$ cat config.mk
export PLATFORM = sky130hd
export DESIGN_NAME = seq_tx_flat
export DESIGN_NICKNAME = d
export VERILOG_FILES = /design/src/rtl/seq_tx_pkg.sv /design/src/rtl/seq_tx_if.sv /design/src/rtl/seq_tx_shift.sv /design/src/rtl/seq_tx.sv /design/src/flat_wrapper.sv
export SDC_FILE = /design/constraint.sdc
export NUM_CORES = 1
export LEC_CHECK = 0
export CAP_MARGIN = 10
export CORE_MARGIN = 4
export CORE_UTILIZATION = 44
export CTS_CLUSTER_SIZE = 40
export DETAILED_ROUTE_END_ITERATION = 16
export HOLD_SLACK_MARGIN = 0.08
export PLACE_DENSITY_LB_ADDON = 0.15
export SLEW_MARGIN = 15
export SYNTH_ARGS = -nofsm -noshare
export SYNTH_HDL_FRONTEND = slang
export SYNTH_SLANG_ARGS = --single-unit
export TNS_END_PERCENT = 5
$ cat constraint.sdc
create_clock -name clk -period 2 [get_ports clk]
set_clock_uncertainty 0.1 [all_clocks]
set_input_delay 0.5 -clock clk [delete_from_list [all_inputs] [get_ports clk]]
set_output_delay 0.5 -clock clk [all_outputs]
set_load 0.02 [all_outputs]
$ cat src/rtl/seq_tx_pkg.sv
// Shared constants, state encoding and checksum helper for the seq_tx link.
// Used by the transmitter and by any receiver model that has to agree with its framing.
package seq_tx_pkg;

  localparam int         HEAD_W_DEF   = 8;
  localparam logic [7:0] HEAD_PAT_DEF = 8'hB5;
  localparam int         DATA_BYTES   = 4;
  localparam int         FRAME_BITS   = 48;

  typedef enum logic [2:0] {
    IDLE = 3'd0,
    HEAD = 3'd1,
    DATA = 3'd2,
    SUM  = 3'd3,
    GAP  = 3'd4
  } state_t;

  // Sum is formed 10 bits wide; the upper bits are discarded.
  function automatic logic [7:0] seq_sum(input logic [7:0] d0, input logic [7:0] d1,
                                         input logic [7:0] d2, input logic [7:0] d3);
    logic [9:0] w_acc;
    w_acc = 10'(d0) + 10'(d1) + 10'(d2) + 10'(d3);
    return w_acc[7:0];
  endfunction

endpackage

$ cat src/rtl/seq_tx_if.sv
// Frame request channel into seq_tx: valid/ready plus the four payload bytes.
interface seq_tx_if;

  logic       in_valid;
  logic       in_ready;
  logic [7:0] data0;
  logic [7:0] data1;
  logic [7:0] data2;
  logic [7:0] data3;

  modport master (output in_valid, output data0, output data1, output data2, output data3,
                  input  in_ready);
  modport slave  (input  in_valid, input  data0, input  data1, input  data2, input  data3,
                  output in_ready);

endinterface

$ cat src/rtl/seq_tx_shift.sv
// Load/shift register for one whole frame; the MSB flop drives the serial line.
module seq_tx_shift #(
  parameter int W = 48
) (
  input  logic         clk,
  input  logic         rst_n,
  input  logic         i_load,
  input  logic         i_shift,
  input  logic [W-1:0] i_data,
  output logic         o_msb
);

  logic [W-1:0] r_sr;

  // Zeros shift in behind the frame, so the line falls idle on its own.
  always_ff @(posedge clk or negedge rst_n) begin
    if (!rst_n) begin
      r_sr <= '0;
    end else if (i_load) begin
      r_sr <= i_data;
    end else if (i_shift) begin
      r_sr <= {r_sr[W-2:0], 1'b0};
    end
  end

  assign o_msb = r_sr[W-1];

endmodule

$ cat src/rtl/seq_tx.sv
// Serial frame transmitter: header, four data bytes, checksum, MSB first, then GAP_CYC idle cycles.
// Optional SEQ_TX_ERR_INJ_EN adds i_err_inj, which flips checksum bit 0 for the accepted frame.
module seq_tx
  import seq_tx_pkg::*;
#(
  parameter int                HEAD_W   = HEAD_W_DEF,
  parameter logic [HEAD_W-1:0] HEAD_PAT = HEAD_W'(HEAD_PAT_DEF),
  parameter int                GAP_CYC  = 2
) (
  input  logic     clk,
  input  logic     rst_n,
  seq_tx_if.slave  bus,
`ifdef SEQ_TX_ERR_INJ_EN
  input  logic     i_err_inj,
`endif
  output logic     o_sout,
  output logic     o_busy,
  output logic     o_done
);

  localparam int         FRAME_W = HEAD_W + 8 * DATA_BYTES + 8;
  localparam logic [5:0] GAP_LD  = (GAP_CYC > 0) ? 6'(GAP_CYC - 1) : 6'd0;

  state_t             r_state;
  state_t             w_next;
  logic [5:0]         r_cnt;
  logic [5:0]         w_cnt_next;
  logic               w_last;
  logic               w_ready;
  logic               w_accept;
  logic               w_load;
  logic               w_shift;
  logic [7:0]         w_sum;
  logic [FRAME_W-1:0] w_frame;

`ifdef SEQ_TX_ERR_INJ_EN
  assign w_sum = seq_sum(bus.data0, bus.data1, bus.data2, bus.data3) ^ {7'd0, i_err_inj};
`else
  assign w_sum = seq_sum(bus.data0, bus.data1, bus.data2, bus.data3);
`endif

  assign w_frame = {HEAD_PAT, bus.data0, bus.data1, bus.data2, bus.data3, w_sum};

  // Ready also in the final cycle before IDLE, so a held request restarts after exactly GAP_CYC zeros.
  assign w_last   = ((r_state == GAP) && (r_cnt == 6'd0)) ||
                    ((GAP_CYC == 0) && (r_state == SUM) && (r_cnt == 6'd0));
  assign w_ready  = (r_state == IDLE) || w_last;
  assign w_accept = bus.in_valid && w_ready;

  always_ff @(posedge clk or negedge rst_n) begin
    if (!rst_n) begin
      r_state <= IDLE;
      r_cnt   <= 6'd0;
    end else begin
      r_state <= w_next;
      r_cnt   <= w_cnt_next;
    end
  end

  always_comb begin
    w_next     = r_state;
    w_cnt_next = r_cnt;
    w_load     = 1'b0;
    w_shift    = 1'b0;
    case (r_state)
      IDLE: ;
      HEAD: begin
        w_shift = 1'b1;
        if (r_cnt == 6'd0) begin
          w_next     = DATA;
          w_cnt_next = 6'(8 * DATA_BYTES - 1);
        end else begin
          w_cnt_next = r_cnt - 6'd1;
        end
      end
      DATA: begin
        w_shift = 1'b1;
        if (r_cnt == 6'd0) begin
          w_next     = SUM;
          w_cnt_next = 6'd7;
        end else begin
          w_cnt_next = r_cnt - 6'd1;
        end
      end
      SUM: begin
        w_shift = 1'b1;
        if (r_cnt == 6'd0) begin
          w_next     = (GAP_CYC > 0) ? GAP : IDLE;
          w_cnt_next = GAP_LD;
        end else begin
          w_cnt_next = r_cnt - 6'd1;
        end
      end
      GAP: begin
        if (r_cnt == 6'd0) begin
          w_next = IDLE;
        end else begin
          w_cnt_next = r_cnt - 6'd1;
        end
      end
      default: begin
        w_next     = IDLE;
        w_cnt_next = 6'd0;
      end
    endcase
    if (w_accept) begin
      w_next     = HEAD;
      w_cnt_next = 6'(HEAD_W - 1);
      w_load     = 1'b1;
    end
  end

  seq_tx_shift #(.W(FRAME_W)) u_shift (
    .clk     (clk),
    .rst_n   (rst_n),
    .i_load  (w_load),
    .i_shift (w_shift),
    .i_data  (w_frame),
    .o_msb   (o_sout)
  );

  assign bus.in_ready = w_ready;
  assign o_busy       = (r_state != IDLE);
  assign o_done       = (r_state == SUM) && (r_cnt == 6'd0);

endmodule

$ cat src/flat_wrapper.sv
// flat-port wrapper written by rule: the top's interface ports become plain ports
module seq_tx_flat import seq_tx_pkg::*;
#(
  parameter int                HEAD_W   = HEAD_W_DEF,
  parameter logic [HEAD_W-1:0] HEAD_PAT = HEAD_W'(HEAD_PAT_DEF),
  parameter int                GAP_CYC  = 2
)
  (clk, rst_n, o_sout, o_busy, o_done, bus_in_valid, bus_data0, bus_data1, bus_data2, bus_data3, bus_in_ready);
  seq_tx_if bus_i ();
  input  logic clk;
  input  logic rst_n;
  output logic o_sout;
  output logic o_busy;
  output logic o_done;
  input wire logic [$bits(bus_i.in_valid)-1:0] bus_in_valid;
  input wire logic [$bits(bus_i.data0)-1:0] bus_data0;
  input wire logic [$bits(bus_i.data1)-1:0] bus_data1;
  input wire logic [$bits(bus_i.data2)-1:0] bus_data2;
  input wire logic [$bits(bus_i.data3)-1:0] bus_data3;
  output wire logic [$bits(bus_i.in_ready)-1:0] bus_in_ready;
  assign bus_i.in_valid = bus_in_valid;
  assign bus_i.data0 = bus_data0;
  assign bus_i.data1 = bus_data1;
  assign bus_i.data2 = bus_data2;
  assign bus_i.data3 = bus_data3;
  assign bus_in_ready = bus_i.in_ready;
  seq_tx #(.HEAD_W(HEAD_W), .HEAD_PAT(HEAD_PAT), .GAP_CYC(GAP_CYC)) u_core (.clk(clk), .rst_n(rst_n), .bus(bus_i), .o_sout(o_sout), .o_busy(o_busy), .o_done(o_done));
endmodule
==> impl_summary.log, run 1 <==
[metrics] clock network power share: 0.175
[metrics] Seq pwr share: 0.307
[metrics] count of state elements after synthesis: 57
[metrics] horizontal extent of the die: 96.6 um
[metrics] hold path cells: 1
[metrics] largest cells by area after synthesis: sky130_fd_sc_hd__dfrtp_1 41%, sky130_fd_sc_hd__fa_1 8.1%, sky130_fd_sc_hd__a21o_1 7.2%, sky130_fd_sc_hd__nand2_1 6.5%, sky130_fd_sc_hd__o21ai_0 4.8%
[metrics] most instantiated cells after synthesis: 60 x sky130_fd_sc_hd__nand2_1, 57 x sky130_fd_sc_hd__dfrtp_1, 38 x sky130_fd_sc_hd__inv_1, 33 x sky130_fd_sc_hd__a21o_1, 33 x sky130_fd_sc_hd__o21ai_0
[metrics] DRT Wirelength: 8.42 mm
[metrics] library cell used as clock root buffer: sky130_fd_sc_hd__clkbuf_8
[metrics] Worst EP required: 2.17 ns
[metrics] DP Area: 4330 um^2
[metrics] internal power contribution: 0.00410 W
[metrics] worst slack after detailed placement: -1.56 ns
[metrics] insertion delay to the later sink of the worst-skew pair: 0.34 ns
[metrics] FP Rows: 32
[metrics] starting utilization of the core area: 0.449
[metrics] remaining max-slew budget at the tightest pin: 0.719
[metrics] crit path from: bus_data1[1]
[metrics] synthesized instance count: 375
[metrics] deepest clock path buffer count: 2
[metrics] dominant delay contributor by cell family on the critical path: adder cells
[metrics] Max H-tree Level: 3
[metrics] RR Endpoint: u_core.u_shift.r_sr[16]$_DFFE_PN0P_
[metrics] dominant synthesized flop cell: sky130_fd_sc_hd__dfrtp_1
[metrics] synthesis-to-layout area growth: 35.1%
[metrics] Netlist Area Pre-Place: 3450 um^2
[metrics] worst hold slack: 0.379 ns
[metrics] WL/cell: 14.9 um
[metrics] fraction of post-synthesis cell area in the top cell type by area: 0.413
[metrics] path type of the worst setup path: primary input to flip-flop
[metrics] kind of end point of the critical path: flip-flop
[metrics] cell taking the most area after synthesis: sky130_fd_sc_hd__dfrtp_1
[metrics] Net count, final: 517
[metrics] overall track demand over capacity in global routing: 0.189
[metrics] Worst Min Path Start: u_core.u_shift.r_sr[26]$_DFFE_PN0P_
[metrics] vertical die dimension: 96.6 um
[metrics] largest voltage drop on the vdd net: 0.000878 V
[metrics] most frequently used cell type in the post-synthesis netlist: sky130_fd_sc_hd__nand2_1
[metrics] max-slew violation total from the final report: 0
[metrics] finished layout cell area: 4670 um^2
[metrics] type of the worst min-delay path: flip-flop to flip-flop
[metrics] largest net degree at the start of global routing: 36
[metrics] sw power: 0.00253 W
[metrics] Fillers: 673
[metrics] Worst Reg2Reg Path Length in Cells: 7
[metrics] sequential share of the synthesized area: 0.413
[metrics] path length in cells of the critical path: 13
[metrics] final core utilization: 0.607
[metrics] post-route clock period utilization: 1.41
[metrics] switching share of power: 0.382
[metrics] Port Buf Inserts: 38
[metrics] share of post-route cells with drive strength above 1: 0.267
[metrics] diode insertion count for antenna repair: 0
[metrics] Netlist cell types: 44
[metrics] failing checks: negative setup slack
[metrics] total number of clock tree sinks: 57
[metrics] detailed-route vias per instance: 5.16
[metrics] max-cap viol count: 0
[metrics] number of buffers created by CTS: 9
[metrics] number of detailed-route iterations in the first pass: 4
[metrics] critical path data arrival time: 2.98 ns
[metrics] vias in the first global route: 3019
[metrics] Static Leak: 2.36 nW
[metrics] combinational cell fraction of total power: 0.518
[metrics] Register-to-Register Setup Slack: 0.02 ns
[metrics] slew at the pin with the worst max-slew slack: 0.421 ns
[metrics] grt ovf: 0
[metrics] Remaining DRCs: 0
[metrics] Finish-stage setup viols: 9
[metrics] Inst Count DP: 548
[metrics] critical path's slowest cell: sky130_fd_sc_hd__fa_1
[metrics] element type at the critical path start: primary input
[metrics] crit-path max cell delay: 0.55 ns
[metrics] fin cells: 566
[metrics] remaining antenna violation count after routing: 0
[metrics] final HPWL from detailed placement: 6.20 mm
[metrics] count of yosys warnings during synthesis: 0
[metrics] list of cells traversed by the critical path: buf_6 -> inv_4 -> fa_1 -> inv_2 -> fa_1 -> ha_4 -> inv_2 -> fa_2 -> nand2b_4 -> a21oi_4 -> o22ai_2 -> xnor2_1 -> a21oi_1
[metrics] Async S/R FF share, synth: 1.00
[metrics] upper clock frequency limit: 355 MHz
[metrics] num ports: 39
[metrics] first-pass GRT wire length: 14.6 mm
[metrics] mean instance size in the synthesized netlist: 9.21 um^2
[metrics] vias: 2921
[metrics] EDFF count, synth: 0
[metrics] RD Place Congestion: 0.867
[metrics] CTS tree: built
[metrics] unrepaired setup endpoints after global routing: true
[metrics] total nets after synthesis: 433
[metrics] highest fanout seen on the critical path: 2
[metrics] DR iter-0 viols: 115
[metrics] final period demand of the worst path: 2.82 ns
[metrics] final worst slack: -0.817 ns
[metrics] CP bufs+invs: 4
[metrics] Crit Reg-Reg Startpoint: u_core.r_cnt[2]$_DFFE_PN0P_
[metrics] clock slew at the register clock pins of the worst setup and hold paths: 0.07 ns
[metrics] antenna violations before repair: 0
[metrics] area of the die: 9330 um^2
[metrics] floorplan core area: 7690 um^2
[metrics] status: finished with violations
[metrics] number of endpoints with negative hold slack in the final report: 0
[metrics] endpoint of the worst hold-timing path: u_core.u_shift.r_sr[26]$_DFFE_PN0P_
[metrics] Power Dens Cells: 1420 nW/um^2
==> power by group through the flow <==
stage | logic, W | clock network, W | registers, W
2_1_floorplan | 0.00215 | 0 | 0.00198
3_3_place_gp | 0.00317 | 0 | 0.00202
3_5_place_dp | 0.00326 | 0 | 0.00204
4_1_cts | 0.00340 | 0.00119 | 0.00202
5_1_grt | 0.00384 | 0.00125 | 0.00210
6_report | 0.00343 | 0.00116 | 0.00204
==> metrics by stage <==
step           total power [W]  setup TNS, ns
6_report               0.00663          -4.53
2_1_floorplan          0.00413          -5.44
3_5_place_dp           0.00529         -10.07
3_3_place_gp           0.00519          -9.83
4_1_cts                0.00662          -4.51
5_1_grt                0.00718          -6.47
==> layer usage <==
layer  part of all wire  wire length (um)  global-route usage
met1               0.47              3920               0.269
met2               0.47              3990               0.288
met3              0.048               404              0.0526
met4              0.012                97              0.0443
met5                  0                 0                   0
==> cell families (layout without fill, tap and decap cells) <==
kind of cell,Yosys count,after routing,share of synthesized area
DFF,57,57,0.413
muxes,2,2,0.00580
buffers and inverters,58,147,0.0750
and+or+nand+nor,110,110,0.144
xor gates and xnor gates,12,12,0.0304
adders and majority gates,24,24,0.117
AOI/OAI and AO/OA,112,112,0.216
==> sequential cells by signal, indices dropped and copies added, names as in the netlist <==
signal,cells
u_core.r_cnt,6
u_core.r_state,3
u_core.u_shift.r_sr,48
==> what timing repair did <==
| action | in CTS | in global routing |
|---|---|---|
| setup endpoints to repair | 10 | 40 |
| buffers inserted | 0 | 1 |
| pin swaps | 27 | 21 |
| resized for setup | 73 | 17 |
| hold endpoints to repair | 14 | 0 |
| hold buffers | 1 | 0 |
==> worst max-delay path by stage <==
stage	endpoint
global placement	u_core.u_shift.r_sr[7]$_DFFE_PN0P_
CTS	u_core.u_shift.r_sr[7]$_DFFE_PN0P_
detailed placement	u_core.u_shift.r_sr[5]$_DFFE_PN0P_
floorplan	u_core.u_shift.r_sr[7]$_DFFE_PN0P_
global route	u_core.u_shift.r_sr[7]$_DFFE_PN0P_
finish	u_core.u_shift.r_sr[7]$_DFFE_PN0P_
==> final cells by class <==
type	count	area, um^2	share of cell area
sequential	57	1430	0.306
tap	102	128	0.0273
timing repair buffer	93	837	0.179
multi-input combinational	260	1920	0.410
clock inverter	4	50.0	0.0107
clock buffer	12	165	0.0354
inverter	38	145	0.0311
==> worst reg2reg max path, delay by kind of cell, from the launching register on <==
family,cells,cell delay (ns)
compound gates,2,0.36
flops,1,0.38
simple gates,3,0.70
buf+inv,2,0.33
==> cells in the final DEF, fill, tap and decap left out, types with 3 or more instances in the layout <==
master,n
sky130_fd_sc_hd__clkdlybuf4s50_1,19
sky130_fd_sc_hd__ha_1,5
sky130_fd_sc_hd__clkbuf_8,12
sky130_fd_sc_hd__buf_12,5
sky130_fd_sc_hd__nor3_1,5
sky130_fd_sc_hd__xnor2_1,10
sky130_fd_sc_hd__fa_1,12
sky130_fd_sc_hd__o21ai_0,30
sky130_fd_sc_hd__a22o_1,11
sky130_fd_sc_hd__dfrtp_1,56
sky130_fd_sc_hd__nand2_1,60
sky130_fd_sc_hd__nand3_1,9
sky130_fd_sc_hd__inv_2,15
sky130_fd_sc_hd__buf_6,4
sky130_fd_sc_hd__inv_1,22
sky130_fd_sc_hd__dlygate4sd2_1,7
sky130_fd_sc_hd__a21o_1,33
sky130_fd_sc_hd__a21oi_1,12
sky130_fd_sc_hd__a31oi_1,4
sky130_fd_sc_hd__clkdlybuf4s15_1,3
sky130_fd_sc_hd__buf_2,3
sky130_fd_sc_hd__ha_4,4
sky130_fd_sc_hd__nor2_1,12
sky130_fd_sc_hd__nand2b_1,4
sky130_fd_sc_hd__buf_4,49
Power figures use the tool's default switching activity.
==> run 2, diff against run 1 <==
==> constraint.sdc (replaced) <==
create_clock -name clk -period 2 [get_ports clk]
set_clock_uncertainty 0.1 [all_clocks]
set_input_delay 0.3 -clock clk [delete_from_list [all_inputs] [get_ports clk]]
set_output_delay 0.3 -clock clk [all_outputs]
set_load 0.02 [all_outputs]
==> run 2 against run 1 <==
Effect of this change: the run still ends with negative setup slack left; sequential power about the same; worst hold slack lost 0.14 ns; flip-flop and latch count did not move; clock power is 19% lower; largest power group unchanged.
==> impl_summary.log, run 2 (synthesis gave the netlist of run 1 again) <==
[metrics] synthesis-to-layout area growth: 34.0%
[metrics] remaining antenna violation count after routing: 0 (unchanged)
[metrics] floorplan core area: 7690 um^2 (unchanged)
[metrics] vertical die dimension: 96.6 um (unchanged)
[metrics] CTS tree: built
[metrics] Worst Reg2Reg Path Length in Cells: 8 (+1)
[metrics] DP Area: 4280 um^2 (-1.1%)
[metrics] library cell used as clock root buffer: sky130_fd_sc_hd__clkbuf_8
[metrics] WL/cell: 14.6 um (-1.6%)
[metrics] FP Rows: 32 (unchanged)
[metrics] clock slew at the register clock pins of the worst setup and hold paths: 0.07 ns (about the same)
[metrics] antenna violations before repair: 0 (unchanged)
[metrics] type of the worst min-delay path: primary input to flip-flop
[metrics] DR iter-0 viols: 157 (+37%)
[metrics] final worst slack: -0.542 ns (+0.275 ns)
[metrics] number of detailed-route iterations in the first pass: 4 (unchanged)
[metrics] RD Place Congestion: 0.811 (-6.4%)
[metrics] insertion delay to the later sink of the worst-skew pair: 0.35 ns (about the same)
[metrics] RR Endpoint: u_core.u_shift.r_sr[9]$_DFFE_PN0P_
[metrics] finished layout cell area: 4630 um^2 (-0.80%)
[metrics] Static Leak: 2.32 nW (-1.7%)
[metrics] slew at the pin with the worst max-slew slack: 0.504 ns (+0.0835 ns)
[metrics] endpoint of the worst hold-timing path: u_core.u_shift.r_sr[26]$_DFFE_PN0P_
[metrics] failing checks: negative setup slack
[metrics] upper clock frequency limit: 393 MHz (+11%)
[metrics] overall track demand over capacity in global routing: 0.188 (-0.000567)
[metrics] max-cap viol count: 0 (unchanged)
[metrics] Register-to-Register Setup Slack: 0.03 ns (about the same)
[metrics] area of the die: 9330 um^2 (unchanged)
[metrics] Max H-tree Level: 3 (unchanged)
[metrics] top library cells by usage in the layout, fill and taps aside: 59 x sky130_fd_sc_hd__nand2_1, 55 x sky130_fd_sc_hd__dfrtp_1, 48 x sky130_fd_sc_hd__buf_4
[metrics] unrepaired setup endpoints after global routing: true
[metrics] status: finished with violations
[metrics] grt ovf: 0 (unchanged)
[metrics] vias in the first global route: 2960 (-2.0%)
[metrics] Worst Min Path Start: bus_data1[2]
[metrics] Crit Reg-Reg Startpoint: u_core.r_cnt[2]$_DFFE_PN0P_
[metrics] kind of end point of the critical path: flip-flop
[metrics] final core utilization: 0.602 (-0.00488)
[metrics] register with the most flip-flops: u_core.u_shift.r_sr
[metrics] number of buffers created by CTS: 9 (unchanged)
[metrics] Worst EP required: 2.12 ns (-0.05 ns)
[metrics] critical path data arrival time: 2.67 ns (-0.31 ns)
[metrics] largest net degree at the start of global routing: 58 (+61%)
[metrics] total number of clock tree sinks: 57 (unchanged)
[metrics] Finish-stage setup viols: 7 (-2)
[metrics] Remaining DRCs: 0 (unchanged)
[metrics] remaining max-slew budget at the tightest pin: 0.664 (-0.0557)
[metrics] DRT Wirelength: 8.28 mm (-1.6%)
[metrics] Port Buf Inserts: 38 (unchanged)
[metrics] leading registers by flop count: u_core.u_shift.r_sr (48), u_core.r_cnt (6), u_core.r_state (3)
[metrics] number of endpoints with negative hold slack in the final report: 0 (unchanged)
[metrics] post-route clock period utilization: 1.27 (-0.138)
[metrics] Net count, final: 517 (unchanged)
[metrics] deepest clock path buffer count: 2 (unchanged)
[metrics] Fillers: 695 (+3.3%)
[metrics] highest fanout seen on the critical path: 2 (unchanged)
[metrics] largest voltage drop on the vdd net: 0.000570 V (-35%)
[metrics] number of flip-flops under the largest register name: 48 (unchanged)
[metrics] first-pass GRT wire length: 14.4 mm (-1.3%)
[metrics] accumulated negative setup slack: -2.60 ns (+1.94 ns)
[metrics] num ports: 39 (unchanged)
[metrics] hold path cells: 4 (+3)
[metrics] commonest non-fill, non-tap cell in the layout: sky130_fd_sc_hd__nand2_1
[metrics] diode insertion count for antenna repair: 0 (unchanged)
[metrics] path type of the worst setup path: primary input to flip-flop
[metrics] final period demand of the worst path: 2.54 ns (-0.275 ns)
[metrics] worst slack after detailed placement: -1.35 ns (+0.215 ns)
[metrics] detailed-route vias per instance: 5.13 (-0.68%)
[metrics] share of post-route cells with drive strength above 1: 0.293 (+0.0259)
[metrics] Power Dens Cells: 1400 nW/um^2 (-1.7%)
[metrics] vias: 2901 (-0.68%)
[metrics] element type at the critical path start: primary input
[metrics] starting utilization of the core area: 0.449 (unchanged)
[metrics] final HPWL from detailed placement: 5.78 mm (-6.7%)
[metrics] horizontal extent of the die: 96.6 um (unchanged)
[metrics] max-slew violation total from the final report: 0 (unchanged)
[run 2: changes by cell type in the layout (fill, tap and decap cells not counted), sizes merged]
cell           change
clkdlybuf4s15      -2
dlymetal6s2s       -1
bufinv             -1
clkbuf             -2
buf                +2
clkinv             +3
dlygate4sd2        +1
[run 2: worst max path at each step]
stage / start / end / slack (ns)
after global placement: bus_data3[1] / u_core.u_shift.r_sr[7]$_DFFE_PN0P_ / -1.29
after global routing: bus_data3[1] / u_core.u_shift.r_sr[7]$_DFFE_PN0P_ / -0.61
after CTS: bus_data1[1] / u_core.u_shift.r_sr[7]$_DFFE_PN0P_ / -0.60
after detailed placement: bus_data3[1] / u_core.u_shift.r_sr[7]$_DFFE_PN0P_ / -1.35
after floorplan: bus_data3[1] / u_core.u_shift.r_sr[7]$_DFFE_PN0P_ / -0.75
final: bus_data3[1] / u_core.u_shift.r_sr[6]$_DFFE_PN0P_ / -0.54
[run 2: final cells by class]
cell class	instances	area [um^2]	share of cell area
tap	102	128	0.0276
sequential	57	1430	0.309
clock buffer	10	128	0.0276
inverter	38	145	0.0313
clock inverter	6	35.0	0.00757
multi-input combinational	260	1950	0.422
timing repair buffer	93	813	0.176
[run 2: report_power, final]
part	internal, W	switching [W]	leakage [nW]
clock network	0.000440	0.000495	0.0818
registers	0.00172	0.000330	0.702
logic	0.00174	0.00174	1.54
total	0.00390	0.00256	2.32
[run 2: worst max-delay path, cell delays in order]
cell and delay (ns):
sky130_fd_sc_hd__buf_6 0.07, sky130_fd_sc_hd__inv_4 0.03, sky130_fd_sc_hd__fa_1 0.55, sky130_fd_sc_hd__inv_2 0.04, sky130_fd_sc_hd__fa_1 0.49, sky130_fd_sc_hd__ha_4 0.20
sky130_fd_sc_hd__buf_6 0.11, sky130_fd_sc_hd__buf_6 0.11, sky130_fd_sc_hd__a211oi_2 0.22, sky130_fd_sc_hd__o21bai_1 0.12, sky130_fd_sc_hd__a21oi_2 0.16, sky130_fd_sc_hd__xor2_1 0.17
sky130_fd_sc_hd__a21oi_1 0.08
[run 2: through the flow]
step	hold WS, ns	cells	power (W)
3_3_place_gp	0.233	545	0.00513
5_1_grt	0.253	566	0.00701
3_5_place_dp	0.233	545	0.00523
2_1_floorplan	-0.0956	375	0.00413
4_1_cts	0.237	567	0.00637
6_report	0.238	566	0.00646
[run 2: repair_timing]
| item | CTS | global route |
|---|---|---|
| resized for setup | 85 | 43 |
| setup buffers | 5 | 0 |
| hold buffers | 1 | 0 |
| endpoints found under the setup margin | 41 | 41 |
| endpoints found under the hold margin | 57 | 0 |
| pin swaps | 27 | 14 |
[run 2: metal layers]
| metal | wire [um] | track usage | vias to the layer above |
|---|---|---|---|
| met1 | 4030 | 0.265 | 1406 |
| met4 | 113 | 0.0583 | 0 |
| met5 | 0 | 0 | - |
| met2 | 3830 | 0.289 | 55 |
| met3 | 305 | 0.0454 | 9 |
| li1 | - | - | 1431 |
==> variant 1, RTL diff (config.mk and constraints of run 1) <==
Change the package constant `HEAD_W_DEF` from 8 to 7.
--- a/src/rtl/seq_tx_pkg.sv
+++ b/src/rtl/seq_tx_pkg.sv
@@ -4,3 +4,3 @@
 
-  localparam int         HEAD_W_DEF   = 8;
+  localparam int         HEAD_W_DEF   = 7;
   localparam logic [7:0] HEAD_PAT_DEF = 8'hB5;
Check against the original RTL: not equivalent (a bounded check fails within 4 cycles, from zero or initial values and one cycle with rst_n low).
==> variant 1 against run 1 <==
The run still ends with negative setup slack left. Sequential cell count fell by 1. Cell area fell by 3.5%. Die area fell by 1.5%. Synthesized cell count fell by 2.7%. Worst setup slack improved by 0.051 ns. Area after synthesis fell by 1.6%. First-iteration DRC count rose by 25%. Combinational power rose by 1%. Power fell by 7.3%. Core utilization rose by 0.38 points. Global-route usage rose by 0.13 points. Wire length fell by 2.1%. Count of clock-buffer cells in the layout fell by 6. Clock power fell by 37%. Largest cell class unchanged.
==> variant 1: results (changes against run 1) <==
** Synth
- Post-Synth Adder-Cell Area :: 11.6% (-0.11 points)
- Synth Area in Compound Gates :: 21.9% (+0.31 points)
- In the synthesized netlist, the cells that appear most often are sky130_fd_sc_hd__dfrtp_1, sky130_fd_sc_hd__nand2_1, sky130_fd_sc_hd__inv_1.
- Xor/xnor share of the synthesized area :: 3.09% (+0.049 points)
- The synthesized netlist cell count came to 365 (-2.7%).
- The proportion of synthesized area in mux cells came to 0.920% (+0.34 points).
- Net count after synthesis :: 423 (-2.3%)

** Layout
- Fraction of layout instances using a drive strength above 1 :: 28.6% (+1.9 points)
- The total of fill cells in the finished design came to 646 (-4.0%).
- Compared with the post-synthesis result, the final layout area differs by 32.5%.
- The flip-flop count of the largest register after layout is 47 (-2.1%).
- The post-layout net count was 501 (-3.1%).

** Global routing
- Overall global routing resource usage :: 19.0% (+0.13 points)
- First-pass GRT wire length :: 13700 um (-5.7%)
- The pin count of the biggest net entering global routing came to 47 (+31%).

** Clock network
- The clock-pin slew on the worst setup and hold paths came to 0.10 ns (+0.03 ns).
- Clock Latency Late Sink :: 0.31 ns (-0.03 ns)
- Total CTS buffers :: 5 (-4)

** Outcome
- Result of the run :: complete, but fails checks
- The checks that failed: negative setup slack.

** Placed design
- Half-perimeter wire length after detailed placement :: 5950 um (-4.1%)
- The cell count after placement is 530 (-3.3%).
- The post-placement setup slack came to -1.56 ns (+0.00170 ns).
- The cell area after placement came to 0.00421 sq mm (-2.7%).
- The routability congestion estimate came to 0.844 (-2.6%).

** STA
- Final number of setup-violating endpoints :: 9 (unchanged)
- Aggregate negative setup slack :: -4.31 ns (+0.226 ns)
- The worst path setup slack after routing is -0.767 ns (+0.0507 ns).
- Slew @ Worst Pin :: 0.406 ns (-0.0155 ns)

** Route
- Vias post-DR :: 2836 (-2.9%)
- Via density per instance :: 5.22 (+1.2%)
- Number of violations reported at the end of detailed-routing iteration 0 :: 144 (+25%)
- The average wire length per cell after detail routing was 15.2 um (+2.0%).

** Critical path
- CP arrival :: 2.86 ns (-0.12 ns)
- The worst-case register-to-register setup slack is 0.04 ns (+0.02 ns).
- Slowest cell delay on critical path :: 0.49 ns (-0.06 ns)

** Power
- Leakage power of the design :: 0.00232 uW (-1.9%)
- Peak supply drop :: 0.000561 V (-36%)
- The combinational logic power is 3470 uW (+1%).
- The power consumption is 6140 uW (-7.3%).
variant 1: changes by cell type after synthesis, moves of 2 or more:
cell and change:
sky130_fd_sc_hd__a21oi_1 +2, sky130_fd_sc_hd__buf_2 +3, sky130_fd_sc_hd__clkbuf_1 -3, sky130_fd_sc_hd__nand2_1 -6, sky130_fd_sc_hd__nand3_1 -2
variant 1: worst paths after layout:
| check | from | endpoint | cells past startpoint |
|---|---|---|---|
| max in group asynchronous | rst_n | u_core.u_shift.r_sr[3] | 3 |
| setup / recovery | bus_data2[6] | u_core.u_shift.r_sr[7] | 10 |
| hold reg to reg | u_core.u_shift.r_sr[20] | u_core.u_shift.r_sr[20] | 1 |
| min in group asynchronous | rst_n | u_core.u_shift.r_sr[44] | 2 |
| hold / removal | u_core.u_shift.r_sr[20] | u_core.u_shift.r_sr[20] | 1 |
| setup reg to reg | u_core.r_cnt[2] | u_core.u_shift.r_sr[6] | 8 |
variant 1: kinds of logic (layout without fill, tap and decap cells):
family                   after synthesis  count (layout)
flip-flops                            56              56
AND/OR/NAND/NOR                      102             102
XOR/XNOR                              12              12
multiplexers                           3               3
buffers and inverters                 57             136
AO/OA/AOI/OAI                        112             112
adder cells (fa/ha/maj)               23              23
variant 1: layer usage:
layer	global-route usage (%)	vias to the layer above	part of all wire (%)
met5	0	-	0
li1	-	1383	-
met3	2.97	11	4.3
met1	27.5	1378	48
met4	5.81	0	1.6
met2	29.4	64	46
variant 1: final cells by class:
type	count	area share, %
multi-input combinational	252	42.7
sequential	56	31.1
timing repair buffer	90	17.8
inverter	38	3.28
tap	99	2.75
clock buffer	6	1.61
clock inverter	2	0.778
variant 1: what timing repair did:
item                       CTS  global route
buffers inserted             4             2
hold buffers                 1             0
hold endpoints to repair    13             0
pin swaps                   21            29
resized for setup           69            65
setup endpoints to repair   22            40
==> variant 2, RTL diff (settings of run 1) <==
Without the edit above. Encoding of `state_t`: now Gray code (3 bits for 5 states).
--- a/src/rtl/seq_tx_pkg.sv
+++ b/src/rtl/seq_tx_pkg.sv
@@ -10,7 +10,7 @@
   typedef enum logic [2:0] {
-    IDLE = 3'd0,
-    HEAD = 3'd1,
-    DATA = 3'd2,
-    SUM  = 3'd3,
-    GAP  = 3'd4
+    IDLE = 3'b000,
+    HEAD = 3'b001,
+    DATA = 3'b011,
+    SUM  = 3'b010,
+    GAP  = 3'b110
   } state_t;
Check against the original RTL: no difference found for any inputs over 10 cycles, from zero or initial values and one cycle with rst_n low; not proved beyond that.
==> variant 2 against run 1 <==
Sequential power fell by 14%. Wire length barely moved. Non-clock buffer count fell by 4. Worst setup slack improved by 0.059 ns. Cell area fell by 3.7%. Area after synthesis fell by 4.1%. The flow still finishes with violations (negative setup slack). Power fell by 23%. First-iteration DRC count rose by 13%. Sequential cell count did not move.
==> variant 2: results (changes against run 1) <==
** Route
- The iteration-0 DRC count of the detailed router came to 130 (+13%).
- Top Metal Used :: met4
- Per-cell routed wire length :: 15.1 um (+1.2%)
- The wire length on met1 is 3970 um (+1.2%).
- The vias after detailed routing is 2886 (-1.2%).
- The routed wire length on met3 is 397 um (-1.7%).
- The number of search-and-repair iterations in the first detailed-routing pass came to 5 (+1).
- The routed length on met2 came to 3930 um (-1.6%).

** Layout
- The post-layout net count is 513 (-0.77%).
- The final antenna diode count came to 0 (unchanged).
- Number of inserted filler cells in the final layout :: 680 (+1.0%)
- Registers with the most flip-flops :: u_core.u_shift.r_sr x48, u_core.r_cnt x6, u_core.r_state x3
- The fraction of final layout cells with drive strength greater than 1 was 24.3% (-2.4 points).

** Clock network
- The clock-pin slew on the worst setup and hold paths came to 0.07 ns (about the same).
- Bufs on Longest Clock Path :: 2 (unchanged)
- Clock tree synthesis selected as its root buffer the cell sky130_fd_sc_hd__clkbuf_8.
- The worst-skew pair later-pin latency is 0.34 ns (about the same).
- Total CTS buffers :: 9 (unchanged)
- Number of H-tree levels :: 3 (unchanged)
- The post-CTS setup buffer count came to 0 (unchanged).

** Synth
- In the post-synthesis netlist, the biggest area contributors are sky130_fd_sc_hd__dfrtp_1, sky130_fd_sc_hd__nand2_1, sky130_fd_sc_hd__fa_1.
- Synth warnings :: 0 (unchanged)
- The number of different library cells in the post-synthesis netlist was 44 (unchanged).
- The post-synthesis net count was 431 (-0.46%).
- The fraction of synthesis flops using an asynchronous set or reset pin is 100% (unchanged).
- The commonest cells after synthesis are sky130_fd_sc_hd__nand2_1, sky130_fd_sc_hd__dfrtp_1, sky130_fd_sc_hd__inv_1.
- Ys flop type :: sky130_fd_sc_hd__dfrtp_1
- Sequential area share after synthesis :: 43.0% (+1.7 points)

** Critical path
- The largest incremental delay on the critical path came to 0.50 ns (-0.05 ns).
- CP arrival :: 2.87 ns (-0.11 ns)
- The maximum fanout along the worst path was 2 (unchanged).
- The worst-case register-to-register setup slack is -0.11 ns (-0.13 ns).
- On the critical path the largest part of the delay comes from adder cells.
- For this design, the slowest cell found on the critical path is sky130_fd_sc_hd__fa_1.

** Placed design
- The number of port buffers was 38 (unchanged).
- The estimated wirelength of the detail-placed design was 5960 um (-3.9%).
- The cell area after placement is 0.00416 sq mm (-3.9%).
- The routability congestion estimate came to 0.844 (-2.6%).

** Power
- Peak supply drop :: 0.000633 V (-28%)
- Leakage power of the design :: 0.00225 uW (-4.6%)

** Global routing
- The first-pass GRT wire length is 14300 um (-1.6%).
- The via count of the first global-routing pass was 2975 (-1.5%).
- Overall global routing resource usage :: 20.6% (+1.7 points)
- Number of antenna violations at the first check in global routing :: 0 (unchanged)
- The pin count of the biggest net entering global routing came to 48 (+33%).

** STA
- The slew at the pin with the worst max-slew slack came to 1.08 ns (+0.660 ns).
- The worst path setup slack after routing is -0.759 ns (+0.0587 ns).
- Worst hold slack across all endpoints :: 0.272 ns (-0.107 ns)
- Final number of setup-violating endpoints :: 41 (+32)

** Outcome
- Failing checks :: negative setup slack
- Result of the run :: complete, but fails checks

** Worst hold path
- Hold/Removal Path Class :: in2reg
variant 2: cell families (layout without fill, tap and decap cells):
logic type	after synthesis	after routing	share of synthesized area, %
AOI/OAI and AO/OA	91	91	18.7
xor gates and xnor gates	7	7	1.85
adders and majority gates	23	23	11.9
buffers and inverters	57	144	7.13
DFF	57	57	43.0
and+or+nand+nor	138	138	17.4
variant 2: through the flow:
stage | power (uW) | setup WS [ns] | setup TNS (ns) | instances
6_report | 5100 | -0.759 | -5.59 | 559
4_1_cts | 5040 | -0.799 | -5.48 | 559
2_1_floorplan | 2910 | -0.952 | -5.12 | 373
3_5_place_dp | 3740 | -1.58 | -13.38 | 542
3_3_place_gp | 3680 | -1.50 | -12.69 | 542
5_1_grt | 5490 | -0.850 | -12.19 | 559
variant 2: tightest hold or removal path, stage by stage:
cell,delay [ns]
sky130_fd_sc_hd__buf_6,0.07
sky130_fd_sc_hd__a22oi_1,0.05
sky130_fd_sc_hd__nand2_1,0.05
variant 2: timing repair:
action	CTS	global route
endpoints found under the setup margin	49	49
endpoints found under the hold margin	16	0
pin swaps	35	29
hold buffers	1	0
gates resized for setup	70	36
variant 2: path summary, 6_finish.rpt:
check	start	end	cells after the start
worst max-delay path	bus_data2[6]	u_core.u_shift.r_sr[7]	10
worst min-delay path	bus_data3[1]	u_core.u_shift.r_sr[9]	3
worst max register to register	u_core.r_state[1]	u_core.u_shift.r_sr[8]	6
worst min register to register	u_core.u_shift.r_sr[32]	u_core.u_shift.r_sr[32]	2
max in group asynchronous	rst_n	u_core.u_shift.r_sr[19]	3
min in group asynchronous	rst_n	u_core.u_shift.r_sr[42]	2
variant 2: final cells by class:
class	count	area (sq um)	area share [%]
multi-input combinational	259	1800	40.1
sequential	57	1430	31.7
timing repair buffer	89	791	17.6
clock buffer	14	173	3.84
inverter	39	146	3.26
tap	99	124	2.75
clock inverter	2	35.0	0.779
variant 2: per-layer routing:
| metal | GRT usage (%) | vias to the layer above |
|---|---|---|
| met4 | 7.81 | 0 |
| met3 | 3.51 | 9 |
| met2 | 31.7 | 61 |
| met1 | 28.9 | 1404 |
| met5 | 0 | - |
| li1 | - | 1412 |
variant 2: report_power, final:
part	internal [uW]	total, uW	switching [uW]
combinational	1120	2210	1090
sequential	1530	1750	218
clock	677	1140	464
total	3330	5100	1780
